===== config.mk =====
export PLATFORM = sky130hd
export DESIGN_NAME = fifo_rx_fsm
export DESIGN_NICKNAME = d
export VERILOG_FILES = /design/src/rtl/fifo_rx_fsm.sv
export SDC_FILE = /design/constraint.sdc
export NUM_CORES = 1
export LEC_CHECK = 0
export BUFFER_PORTS_ARGS = -buffer_cell sky130_fd_sc_hd__buf_2
export CORE_UTILIZATION = 61
export CTS_BUF_LIST = sky130_fd_sc_hd__clkbuf_2 sky130_fd_sc_hd__clkbuf_4 sky130_fd_sc_hd__clkbuf_8
export CTS_CLUSTER_DIAMETER = 50
export CTS_CLUSTER_SIZE = 20
export DETAILED_ROUTE_END_ITERATION = 10
export PLACE_DENSITY_LB_ADDON = 0.05
export SYNTH_ARGS = -nofsm -noshare
export SYNTH_HDL_FRONTEND = slang
export SYNTH_SLANG_ARGS = --single-unit

===== constraint.sdc =====
create_clock -name clk -period 3.9 [get_ports clk]
set_clock_uncertainty 0.1 [all_clocks]
set_input_delay 0.78 -clock clk [delete_from_list [all_inputs] [get_ports clk]]
set_output_delay 0.78 -clock clk [all_outputs]
set_load 0.03 [all_outputs]

===== src/rtl/fifo_rx_fsm.sv =====
// FT232H 245-FIFO receive side: RXF#/RD# read handshake plus 5-byte command packet parser.
// Packet = [SYNC][CMD][ARG_HI][ARG_LO][CHK], CHK = CMD ^ ARG_HI ^ ARG_LO.
module fifo_rx_fsm #(
  parameter int unsigned RD_LOW_CYCLES  = 3,
  parameter int unsigned RD_HIGH_CYCLES = 3,
  parameter logic [7:0]  SYNC_BYTE      = 8'hA5,
  parameter int unsigned TIMEOUT_CYCLES = 5000000
) (
  input  logic        clk,
  input  logic        reset,
  input  logic        rxf_n,
  input  logic [7:0]  data_in,
  input  logic        enable,
  output logic        rd_n,
  output logic [7:0]  cmd,
  output logic [15:0] arg,
  output logic        cmd_valid,
  output logic        chk_err,
  output logic        timeout_err,
  output logic [1:0]  state
);

  localparam int unsigned RD_MAX = (RD_LOW_CYCLES > RD_HIGH_CYCLES) ? RD_LOW_CYCLES : RD_HIGH_CYCLES;
  localparam int unsigned RC_W   = $clog2(RD_MAX + 1);
  localparam int unsigned TO_W   = $clog2(TIMEOUT_CYCLES + 1);
  localparam logic [RC_W-1:0] RD_LOW_LAST  = RC_W'(RD_LOW_CYCLES - 1);
  localparam logic [RC_W-1:0] RD_HIGH_LAST = RC_W'(RD_HIGH_CYCLES - 1);
  localparam logic [TO_W-1:0] TO_LIMIT     = TO_W'(TIMEOUT_CYCLES);

  typedef enum logic [1:0] {
    S_IDLE    = 2'd0,
    S_RD_LOW  = 2'd1,
    S_RD_HIGH = 2'd2,
    S_UNUSED  = 2'd3
  } state_t;

  state_t          cur_state, nxt_state;
  logic [RC_W-1:0] rd_cnt, rd_cnt_nxt;
  logic            latch_c;
  logic            rxf_meta, rxf_sync;
  logic [7:0]      byte_reg;
  logic            byte_stb;
  logic [2:0]      idx;
  logic [7:0]      cmd_sh, hi_sh, lo_sh;
  logic [TO_W-1:0] to_cnt;

  assign state = cur_state;

  // RXF# crosses in asynchronously from the FT232H
  always_ff @(posedge clk or posedge reset) begin
    if (reset) begin
      rxf_meta <= 1'b1;
      rxf_sync <= 1'b1;
    end else begin
      rxf_meta <= rxf_n;
      rxf_sync <= rxf_meta;
    end
  end

  // Read FSM state register; rd_n is registered from the next state
  always_ff @(posedge clk or posedge reset) begin
    if (reset) begin
      cur_state <= S_IDLE;
      rd_cnt    <= '0;
      rd_n      <= 1'b1;
      byte_reg  <= '0;
      byte_stb  <= 1'b0;
    end else begin
      cur_state <= nxt_state;
      rd_cnt    <= rd_cnt_nxt;
      rd_n      <= (nxt_state != S_RD_LOW);
      byte_stb  <= latch_c;
      if (latch_c) byte_reg <= data_in;
    end
  end

  // Read FSM next state: fixed-length low strobe then fixed recovery
  always_comb begin
    nxt_state  = cur_state;
    rd_cnt_nxt = rd_cnt;
    latch_c    = 1'b0;
    case (cur_state)
      S_IDLE: begin
        rd_cnt_nxt = '0;
        if (!rxf_sync && enable) nxt_state = S_RD_LOW;
      end
      S_RD_LOW: begin
        if (rd_cnt == RD_LOW_LAST) begin
          nxt_state  = S_RD_HIGH;
          rd_cnt_nxt = '0;
          latch_c    = 1'b1;
        end else begin
          rd_cnt_nxt = rd_cnt + RC_W'(1);
        end
      end
      S_RD_HIGH: begin
        if (rd_cnt == RD_HIGH_LAST) begin
          nxt_state  = S_IDLE;
          rd_cnt_nxt = '0;
        end else begin
          rd_cnt_nxt = rd_cnt + RC_W'(1);
        end
      end
      default: begin
        nxt_state  = S_IDLE;
        rd_cnt_nxt = '0;
      end
    endcase
  end

  // Packet parser and inter-byte timeout; a byte always wins over a timeout
  always_ff @(posedge clk or posedge reset) begin
    if (reset) begin
      idx         <= '0;
      cmd_sh      <= '0;
      hi_sh       <= '0;
      lo_sh       <= '0;
      cmd         <= '0;
      arg         <= '0;
      cmd_valid   <= 1'b0;
      chk_err     <= 1'b0;
      timeout_err <= 1'b0;
      to_cnt      <= '0;
    end else begin
      cmd_valid   <= 1'b0;
      chk_err     <= 1'b0;
      timeout_err <= 1'b0;
      if (byte_stb) begin
        to_cnt <= '0;
        case (idx)
          3'd0: if (byte_reg == SYNC_BYTE) idx <= 3'd1;
          3'd1: begin cmd_sh <= byte_reg; idx <= 3'd2; end
          3'd2: begin hi_sh  <= byte_reg; idx <= 3'd3; end
          3'd3: begin lo_sh  <= byte_reg; idx <= 3'd4; end
          default: begin
            if (byte_reg == (cmd_sh ^ hi_sh ^ lo_sh)) begin
              cmd       <= cmd_sh;
              arg       <= {hi_sh, lo_sh};
              cmd_valid <= 1'b1;
            end else begin
              chk_err <= 1'b1;
            end
            idx <= 3'd0;
          end
        endcase
      end else if (idx == 3'd0) begin
        to_cnt <= '0;
      end else if (to_cnt == TO_LIMIT) begin
        idx         <= 3'd0;
        timeout_err <= 1'b1;
        to_cnt      <= '0;
      end else begin
        to_cnt <= to_cnt + TO_W'(1);
      end
    end
  end

endmodule


==> impl_results.md <==
* Setup crit start: byte_reg[2]
* Worst Setup Start Kind: flop
* # rows at 29
* WL/cell at 15.8 um
* Post-synthesis sequential area ratio at 57.2%
* Origin of the critical flop-to-flop path: byte_reg[2]
* Largest regs: to_cnt x23, arg x16
* GRT Overall Usage at 22.5%
* Die height at 83.7 um
* Switching pwr at 0.586 mW
* Max incr delay on CP at 0.46 ns
* F_max at 420 MHz
* Clock network latency to the later pin of the worst-skew pair at 0.36 ns
* Data required, critical path at 4.05 ns
* CP Capture Type: flop
* Total of warnings raised by yosys at 0
* Initial antenna violation count at 0
* Tmin final at 2.38 ns
* Final nets at 390
* GRT Max-Usage Layer: met1
* Fillers at 467
* Yosys reg bits at 93
* Vias in the first global route at 2,499
* Post-CTS setup repair buffer count at 0
* Post-synthesis area per instance at 12.5 sq um
* Non-filler cells in the finished layout at 453
* Syn nets at 343
* Finished Core Util at 71.8%
* Largest net degree at the start of global routing at 43
* Setup_tns at 0 ns
* Layout cells sized above 1 at 31.6%
* Area growth, synth to finish at 12.7%
* Clock Power Share at 34.4%
* Setup CP Type: reg2reg
* Distinct cells, synth at 32
* CTS tree: done
* CTS resizes at 0
* Slew Viols, Final at 0
* Drt drc at 0
* CP delay by family, top: simple AND/OR/NAND/NOR gates
* Mapped Cells at 325
* Met3 GRT Util at 4.15%
* Inserted Clock Buffers at 9
* Total of max-cap violations at 0
* H-tree depth at 3
* RSZ-0062 raised after global routing: no
* Crit path arrival time at 2.54 ns
* Synth Flop Type: dfrtp_1
* TritonCTS Sinks at 93
* DR iter-0 viols at 141
* Hold Crit Class: reg2reg
* Ant diodes at 0
* Clk slew on worst S/H paths at 0.09 ns
* Worst Tran Pin Value at 0.924 ns
* GRT Residual Overflow at 0
* Pwr Density at 479 nW/um^2
* Post-synth ARST share at 100%
* Hold Crit Start: rxf_meta
* Drt pass-1 iters at 4
* Post-route cell area at 4590 sq um
* Hold Fails Final Rpt at 0
* Final RePlAce weighted congestion at 0.806
* Port Buffers at 41
* IO Pins at 42
* Die footprint at 7010 sq um
* Pleak at 2.25 nW
* Hpwl dp at 4860 um
* Mapped Area at 4070 sq um
* Net Sw Frac at 26.7%
* Placed Area at 4350 sq um
* Combinational power share at 13.9%
* Post-DRT Antenna Nets at 0
* Int Pwr at 1.61 mW
* Cell mode on critical path: xnor2_1
* Setup-failing EPs final at 0
* Worst path slowest cell: dfrtp_1
* Critical-path cell list: xnor2_1 > xnor2_1 > nand4_1 > nor3_4 > buf_4 > mux2_2
* CP Buf/Inv Count at 1
* First-pass GRT wire length at 12,200 um
* Register name with the most flops: to_cnt
* Status: complete, no violations
* Cts hold-fix bufs at 0
* Initial Util at 63.8%
* Inst Count DP at 438
* DR vias at 2,518
* Met1 Usage GRT at 33.2%
* Peak VDD IR at 0.327 mV
* Final worst-path cycle share at 61.1%
* Register share of total power at 51.7%
* Maximum buffer depth of the clock tree at 2
* Routed WL at 7160 um
* Root buf cell: clkbuf_8
* Met2 Usage GRT at 32.5%
* Worst Path Max Fanout at 19
* Post-synth EDFFs at 0
* Max-slew headroom at 38.2%
* Core Area at 6390 sq um
* Chip width at 83.7 um
* Largest register FFs at 23
* Vias per cell at 5.56
-- metrics by stage --
| step | hold slack [ns] | setup slack [ns] | power [mW] |
|---|---|---|---|
| finish | 0.260 | 1.52 | 2.20 |
| global route | 0.267 | 1.38 | 2.30 |
| CTS | 0.263 | 1.49 | 2.22 |
| detailed placement | 0.249 | 1.51 | 1.46 |
| global placement | 0.247 | 1.53 | 1.45 |
| floorplan | 0.245 | 0.605 | 1.38 |
-- layout by cell type, fill, tap and decap left out --
cell type,n
a21oi_1,4
and2_1,3
and3_1,8
and3b_1,1
and4_1,2
buf_2,41
buf_4,3
bufinv_16,3
clkbuf_8,9
clkinv_2,2
clkinv_4,2
dfrtp_1,90
dfstp_2,3
ha_1,6
inv_1,7
mux2_1,1
mux2_2,55
nand2_1,20
nand2b_1,2
nand3_1,9
nand3b_1,1
nand4_1,5
nand4b_1,1
nor2_1,28
nor2b_1,4
nor3_1,2
nor3_4,1
nor3b_1,2
nor4_1,6
nor4b_1,1
nor4bb_1,2
o21ai_0,7
or3_1,1
xnor2_1,29
xor2_1,15
-- synthesized netlist by cell type (2+ instances only) --
master / count / area (sq um)
a21oi_1: 4 / 20.0
and2_1: 3 / 18.8
and3_1: 8 / 50.1
and4_1: 2 / 17.5
buf_6: 2 / 22.5
clkbuf_1: 5 / 18.8
dfrtp_1: 90 / 2250
dfstp_2: 3 / 78.8
ha_1: 6 / 75.1
inv_1: 8 / 30.0
mux2_2: 55 / 619
nand2_1: 20 / 75.1
nand2b_1: 2 / 12.5
nand3_1: 9 / 45.0
nand4_1: 5 / 31.3
nor2_1: 28 / 105
nor2b_1: 4 / 25.0
nor3_1: 2 / 10.0
nor3b_1: 2 / 15.0
nor4_1: 6 / 37.5
nor4bb_1: 2 / 20.0
o21ai_0: 7 / 35.0
xnor2_1: 29 / 254
xor2_1: 15 / 131
-- cells by family after synthesis --
kind of cell	after synthesis	share of synthesized area, %
AND/OR/NAND/NOR	99	12.7
flip-flops	93	57.2
multiplexers	56	15.5
XOR/XNOR	44	9.46
buffers and inverters	16	1.87
AO/OA/AOI/OAI	11	1.35
adder cells (fa/ha/maj)	6	1.84
-- layer usage --
layer	share of wire, %	up-vias	wire length [um]
li1	-	1205	-
met5	0	-	0
met1	50	1262	3590
met4	2.0	0	142
met3	3.0	12	214
met2	45	39	3210
-- worst register-to-register path, delay by kind of cell, from the launching register on --
kind | cells | cell delay [ns]
mux | 1 | 0.39
xor+xnor | 2 | 0.35
simple gates | 2 | 0.63
buf+inv | 1 | 0.35
flops | 1 | 0.46
-- layout make-up --
class	count	area (sq um)	area share, %
flip-flops and latches	93	2330	50.8
multi-input cells	216	1670	36.3
repair buffers	44	228	4.96
clock buffers	9	124	2.70
clock inverters	6	113	2.45
well taps	77	96.3	2.10
inverters	8	31.3	0.682
-- final timing paths --
path	to	slack, ns	cells past startpoint
setup / recovery	arg[12]	1.52	6
min in group asynchronous	cmd_sh[7]	0.41	2
setup reg to reg	arg[12]	1.52	6
max in group asynchronous	rd_n	2.45	3
hold / removal	rxf_sync	0.26	0
hold reg to reg	rxf_sync	0.26	0
-- power groups by stage --
stage | registers (mW) | clock network (mW) | logic [mW]
detailed placement | 1.15 | 0 | 0.307
floorplan | 1.15 | 0 | 0.228
CTS | 1.14 | 0.773 | 0.311
finish | 1.14 | 0.755 | 0.306
global route | 1.15 | 0.804 | 0.339
global placement | 1.15 | 0 | 0.301
(Power assumes the default switching activity.)
